==> src/rtl/adder_pkg.sv <==
// Shared definitions for the arbitrated adder path.
//   W_ADD     : width of the shared ripple-carry datapath
//   clog2_req : index width for a requester count (never below 1 bit)
//   req_id_t  : requester index wide enough for the largest legal N_REQ (8)
package adder_pkg;

    localparam int W_ADD = 28;

    typedef logic [$clog2(8)-1:0] req_id_t;

    function automatic int clog2_req(input int n);
        return (n <= 2) ? 1 : $clog2(n);
    endfunction

endpackage

==> src/rtl/rca_28bits.sv <==
// 28-bit ripple-carry adder: {cout, sum} = a + b + cin.
//   a, b : operands
//   cin  : carry-in
//   sum  : W_ADD-bit sum
//   cout : carry-out of the top bit
module rca_28bits
    import adder_pkg::*;
(
    input  logic [W_ADD-1:0] a,
    input  logic [W_ADD-1:0] b,
    input  logic             cin,
    output logic [W_ADD-1:0] sum,
    output logic             cout
);

    logic [W_ADD:0] c;

    assign c[0] = cin;

    // One full-adder cell per bit, carry rippling upward.
    for (genvar i = 0; i < W_ADD; i++) begin : g_fa
        assign sum[i]  = a[i] ^ b[i] ^ c[i];
        assign c[i+1]  = (a[i] & b[i]) | (c[i] & (a[i] ^ b[i]));
    end

    assign cout = c[W_ADD];

endmodule

==> src/rtl/rr_grant.sv <==
// Combinational round-robin pick.
//   valid : request vector
//   ptr   : highest-priority index (searched first, then upward with wrap)
//   en    : grant allowed this cycle
//   gnt   : one-hot grant (all zero when nothing is granted)
//   idx   : index of the granted requester (0 when nothing is granted)
//   any   : a grant was issued
module rr_grant
    import adder_pkg::*;
#(
    parameter  int N_REQ = 4,
    localparam int ID_W  = clog2_req(N_REQ)
) (
    input  logic [N_REQ-1:0] valid,
    input  logic [ID_W-1:0]  ptr,
    input  logic             en,
    output logic [N_REQ-1:0] gnt,
    output logic [ID_W-1:0]  idx,
    output logic             any
);

    logic [ID_W-1:0] cand;

    always_comb begin
        idx  = '0;
        any  = 1'b0;
        cand = '0;
        // Walk offsets 0..N_REQ-1 from ptr; the first valid one wins.
        for (int k = 0; k < N_REQ; k++) begin
            cand = ID_W'((int'(ptr) + k) % N_REQ);
            if (en && !any && valid[cand]) begin
                any = 1'b1;
                idx = cand;
            end
        end
    end

    assign gnt = any ? (N_REQ'(1) << idx) : '0;

endmodule

==> src/rtl/adder_rr_arbiter.sv <==
// Round-robin arbiter sharing one 28-bit ripple-carry adder between N_REQ
// requesters, with a single-entry registered result stage.
//   clk, rst_n          : clock, synchronous active-low reset
//   req_valid/req_ready : per-requester handshake (at most one ready high)
//   req_a, req_b        : packed operands, requester i at [i*W +: W]
//   req_cin             : per-requester carry-in
//   res_valid/res_ready : result handshake
//   res_sum, res_cout   : registered sum and carry-out
//   res_id              : requester that produced the result
//   ops_done            : consumed-result count, saturating
module adder_rr_arbiter
    import adder_pkg::*;
#(
    parameter  int N_REQ = 4,
    parameter  int W     = W_ADD,
    parameter  int CNT_W = 16,
    localparam int ID_W  = clog2_req(N_REQ)
) (
    input  logic               clk,
    input  logic               rst_n,
    input  logic [N_REQ-1:0]   req_valid,
    output logic [N_REQ-1:0]   req_ready,
    input  logic [N_REQ*W-1:0] req_a,
    input  logic [N_REQ*W-1:0] req_b,
    input  logic [N_REQ-1:0]   req_cin,
    output logic               res_valid,
    input  logic               res_ready,
    output logic [W-1:0]       res_sum,
    output logic               res_cout,
    output logic [ID_W-1:0]    res_id,
    output logic [CNT_W-1:0]   ops_done
);

    logic [ID_W-1:0]  ptr;
    logic             free;
    logic [N_REQ-1:0] gnt;
    logic [ID_W-1:0]  gnt_idx;
    logic             accept;

    logic [W-1:0]     a_arr [N_REQ];
    logic [W-1:0]     b_arr [N_REQ];
    logic [W-1:0]     op_a;
    logic [W-1:0]     op_b;
    logic             op_cin;
    logic [W-1:0]     add_sum;
    logic             add_cout;

    // Output slot can take a new result if empty or being drained now.
    // Reset gating keeps req_ready low for every cycle rst_n is low.
    assign free = (!res_valid || res_ready) && rst_n;

    rr_grant #(.N_REQ(N_REQ)) u_grant (
        .valid (req_valid),
        .ptr   (ptr),
        .en    (free),
        .gnt   (gnt),
        .idx   (gnt_idx),
        .any   (accept)
    );

    // gnt only ever has a bit set where req_valid is high.
    assign req_ready = gnt;

    for (genvar i = 0; i < N_REQ; i++) begin : g_unpack
        assign a_arr[i] = req_a[i*W +: W];
        assign b_arr[i] = req_b[i*W +: W];
    end

    assign op_a   = a_arr[gnt_idx];
    assign op_b   = b_arr[gnt_idx];
    assign op_cin = req_cin[gnt_idx];

    rca_28bits u_rca (
        .a    (op_a),
        .b    (op_b),
        .cin  (op_cin),
        .sum  (add_sum),
        .cout (add_cout)
    );

    always_ff @(posedge clk) begin
        if (!rst_n) begin
            ptr       <= '0;
            res_valid <= 1'b0;
            res_sum   <= '0;
            res_cout  <= 1'b0;
            res_id    <= '0;
            ops_done  <= '0;
        end else begin
            if (accept) begin
                // New result overwrites any result drained on this edge.
                res_valid <= 1'b1;
                res_sum   <= add_sum;
                res_cout  <= add_cout;
                res_id    <= gnt_idx;
                ptr       <= (int'(gnt_idx) == N_REQ-1) ? '0 : gnt_idx + 1'b1;
            end else if (res_ready) begin
                res_valid <= 1'b0;
            end

            if (res_valid && res_ready && (ops_done != {CNT_W{1'b1}}))
                ops_done <= ops_done + 1'b1;
        end
    end

endmodule

==> config.mk <==
export PLATFORM = sky130hd
export DESIGN_NAME = adder_rr_arbiter
export DESIGN_NICKNAME = d
export VERILOG_FILES = /design/src/rtl/adder_pkg.sv /design/src/rtl/rca_28bits.sv /design/src/rtl/rr_grant.sv /design/src/rtl/adder_rr_arbiter.sv
export SDC_FILE = /design/constraint.sdc
export NUM_CORES = 1
export LEC_CHECK = 0
export CELL_PAD_IN_SITES_DETAIL_PLACEMENT = 0
export CELL_PAD_IN_SITES_GLOBAL_PLACEMENT = 1
export CORE_MARGIN = 2
export CORE_UTILIZATION = 29
export CTS_CLUSTER_SIZE = 24
export DETAILED_ROUTE_END_ITERATION = 10
export PLACE_DENSITY_LB_ADDON = 0.1
export SKIP_LAST_GASP = 1
export SYNTH_ARGS = -nofsm -noshare
export SYNTH_HDL_FRONTEND = slang
export SYNTH_SLANG_ARGS = --single-unit
==> constraint.sdc <==
create_clock -name clk -period 24.6 [get_ports clk]
set_input_delay 3.69 -clock clk [delete_from_list [all_inputs] [get_ports clk]]
set_output_delay 3.69 -clock clk [all_outputs]
set_load 0.1 [all_outputs]
==> impl_metrics.json <==
{
  "endpoint_kind": "flip-flop",
  "dieArea_mm2": 0.0167,
  "synth.distinct_cells": 44,
  "clk_pin_slew_ns": 0.06,
  "place_area_mm2": 0.00757,
  "nets": 962,
  "avgSynthCellArea_um2": 10.7,
  "reg2reg_slack_ns": 10.96,
  "drc": 0,
  "synth_seq_area_share": 0.220,
  "drt_wl_total_mm": 16.4,
  "vias": 4323,
  "place_inst": 898,
  "cts_tree": "done",
  "die_h_um": 129,
  "crit_arrival_ns": 17.50,
  "worst_clock_skew_ns": 0.00651,
  "cts.sinks": 50,
  "hold_end": "res_sum[27]$_SDFFE_PN0P_",
  "synth_edf_count": 0,
  "hold_viol": 0,
  "io_pins": 287,
  "hold_start": "res_sum[27]$_SDFFE_PN0P_",
  "peakVddDrop_mv": 0.0286,
  "critical_path_class": "in2reg",
  "worstPathRequired_ns": 24.77,
  "layout_common_cells": "clkdlybuf4s50_1, mux2i_1, nand2_1",
  "numCtsBuffers": 5,
  "core_mm2": 0.0153,
  "drt_iter0_drc": 122,
  "r2r_cells": 39,
  "areaGrowthSynthToFinish_pct": 70.3,
  "setup_viol": 0,
  "dpl.hpwl_mm": 13.7,
  "cts_resized": 0,
  "hold_class": "reg2reg",
  "period_minus_slack_ns": 17.33,
  "fin_cells": 906,
  "place_congestion": 0.845,
  "wire_per_inst_um": 18.1,
  "cts-root-buf": "clkbuf_16",
  "power.density_mw_per_mm2": 49.3,
  "layout_commonest_cell": "clkdlybuf4s50_1",
  "cts_hold_buf": 0,
  "power_mw": 0.382,
  "drive_gt1_frac": 0.105,
  "fin_area_mm2": 0.00774,
  "critPathMaxFanout": 59,
  "slew_headroom": 0.254,
  "post_cts_buffers": 0,
  "status": "complete, no violations",
  "holdWs_ns": 0.482,
  "grt_max_degree": 85,
  "maxCapViolCount": 0,
  "tns_ns": 0,
  "grt_pass1_wl_mm": 24.9,
  "firstDrtPassIters": 4,
  "yosysTopAreaCell": "dfxtp_1",
  "antenna_found_initial": 1,
  "min_path_cells": 2,
  "htreeDepth": 2,
  "drv_slew": 0,
  "die_w_um": 129,
  "start_util": 0.298,
  "tightest_slew_ns": 1.12,
  "cts_buffer_depth": 2,
  "ys_seq_elements": 50,
  "reg2reg_to": "res_sum[27]$_SDFFE_PN0P_",
  "rsz0062_at_grt": "no",
  "overflow": 0,
  "slowest_delay_ns": 0.83,
  "reg2reg_from": "ptr[0]$_SDFFE_PN0P_",
  "rows": 45,
  "timing.fmax_ghz": 0.0577,
  "synth_ff_type": "dfxtp_1",
  "place.port_buffers": 286,
  "syn-num-nets": 694,
  "synthCells": 426,
  "synth_warnings": 0,
  "clk_latency_ns": 0.29,
  "first_global_vias": 4732,
  "leakagePower_nw": 3.41,
  "crit_path_frequent_cell": "fa_1",
  "antenna_left": 0,
  "synthArstFlopShare": 0,
  "synth_top_area_share": 0.220,
  "slowest_stage": "a2111oi_4",
  "vias_per_cell": 4.77,
  "timing.final.crit_share": 0.704,
  "netlist_top_cells_area": "dfxtp_1, mux4_2, fa_1",
  "grt_util_all_layers": 0.197,
  "diodes": 0,
  "startpoint_type": "primary input",
  "synth_area_mm2": 0.00454
}
[worst max-delay path, delay by kind of cell]
kind	cells	cell delay (ns)
AO/OA/AOI/OAI	2	0.91
adder cells (fa/ha/maj)	27	10.52
buffers and inverters	5	1.48
multiplexers	1	0.43
AND/OR/NAND/NOR	2	0.42
[final cells by class]
type / count / area, um^2
Sequential cell: 50 / 1000
Timing Repair Buffer: 289 / 2890
Tap cell: 211 / 264
Clock inverter: 3 / 45.0
Clock buffer: 5 / 125
Fill cell: 1429 / 7520
Inverter: 35 / 131
Multi-Input combinational cell: 313 / 3280
[power by group]
part	switching, mW	internal (mW)	leakage (nW)
Combinational	0.117	0.0905	2.92
Clock	0.0319	0.0480	0.0760
Sequential	0.00504	0.0891	0.411
[per-layer routing]
| layer | up-vias | GRT usage | share of wire | wire length [um] |
|---|---|---|---|---|
| met5 | - | 0 | 0.00073 | 12 |
| met4 | 2 | 0.0512 | 0.023 | 371 |
| met3 | 24 | 0.0595 | 0.067 | 1100 |
| met2 | 165 | 0.365 | 0.52 | 8550 |
| met1 | 2052 | 0.219 | 0.39 | 6370 |
| li1 | 2080 | - | - | - |
[metrics by stage]
step	utilization	setup slack, ns
after floorplan	-	8.79
after global placement	0.496	7.10
after detailed placement	0.496	6.85
after CTS	0.507	7.16
after global routing	0.507	6.57
final	0.507	7.27
[Yosys cell counts (7+ instances only)]
cell type	n
inv_1	33
and2_1	10
mux2_2	24
mux2i_1	54
o211a_1	26
nand2_1	51
fa_1	28
a21boi_0	9
clkbuf_1	14
mux4_2	32
dfxtp_1	50
nor3_1	7
nand2b_1	9
[how the worst max path moves through the flow]
stage                       from                       end  slack, ns  depth (start not counted)
CTS                        rst_n  res_sum[27]$_SDFFE_PN0P_       7.16                         37
finish                     rst_n  res_sum[27]$_SDFFE_PN0P_       7.27                         37
floorplan           req_valid[0]  res_sum[27]$_SDFFE_PN0P_       8.79                         39
detailed placement         rst_n  res_sum[27]$_SDFFE_PN0P_       6.85                         37
global route               rst_n  res_sum[27]$_SDFFE_PN0P_       6.57                         37
global placement           rst_n  res_sum[27]$_SDFFE_PN0P_       7.10                         37
[flip-flops by register name, indices dropped and copies added, names as in the netlist]
register and flops:
res_sum 28, res_cout 1, ops_done 16, res_valid 1, res_id 2, ptr 2
[kinds of logic (layout without fill, tap and decap cells)]
family / count (synthesis) / after routing / share of synthesized area
adder cells (fa/ha/maj): 33 / 33 / 0.137
XOR/XNOR: 6 / 6 / 0.0116
AND/OR/NAND/NOR: 103 / 103 / 0.112
AO/OA/AOI/OAI: 59 / 59 / 0.115
flip-flops: 50 / 50 / 0.220
multiplexers: 112 / 112 / 0.342
buffers and inverters: 63 / 332 / 0.0628
Note: power is estimated with default switching activity, not from simulation.
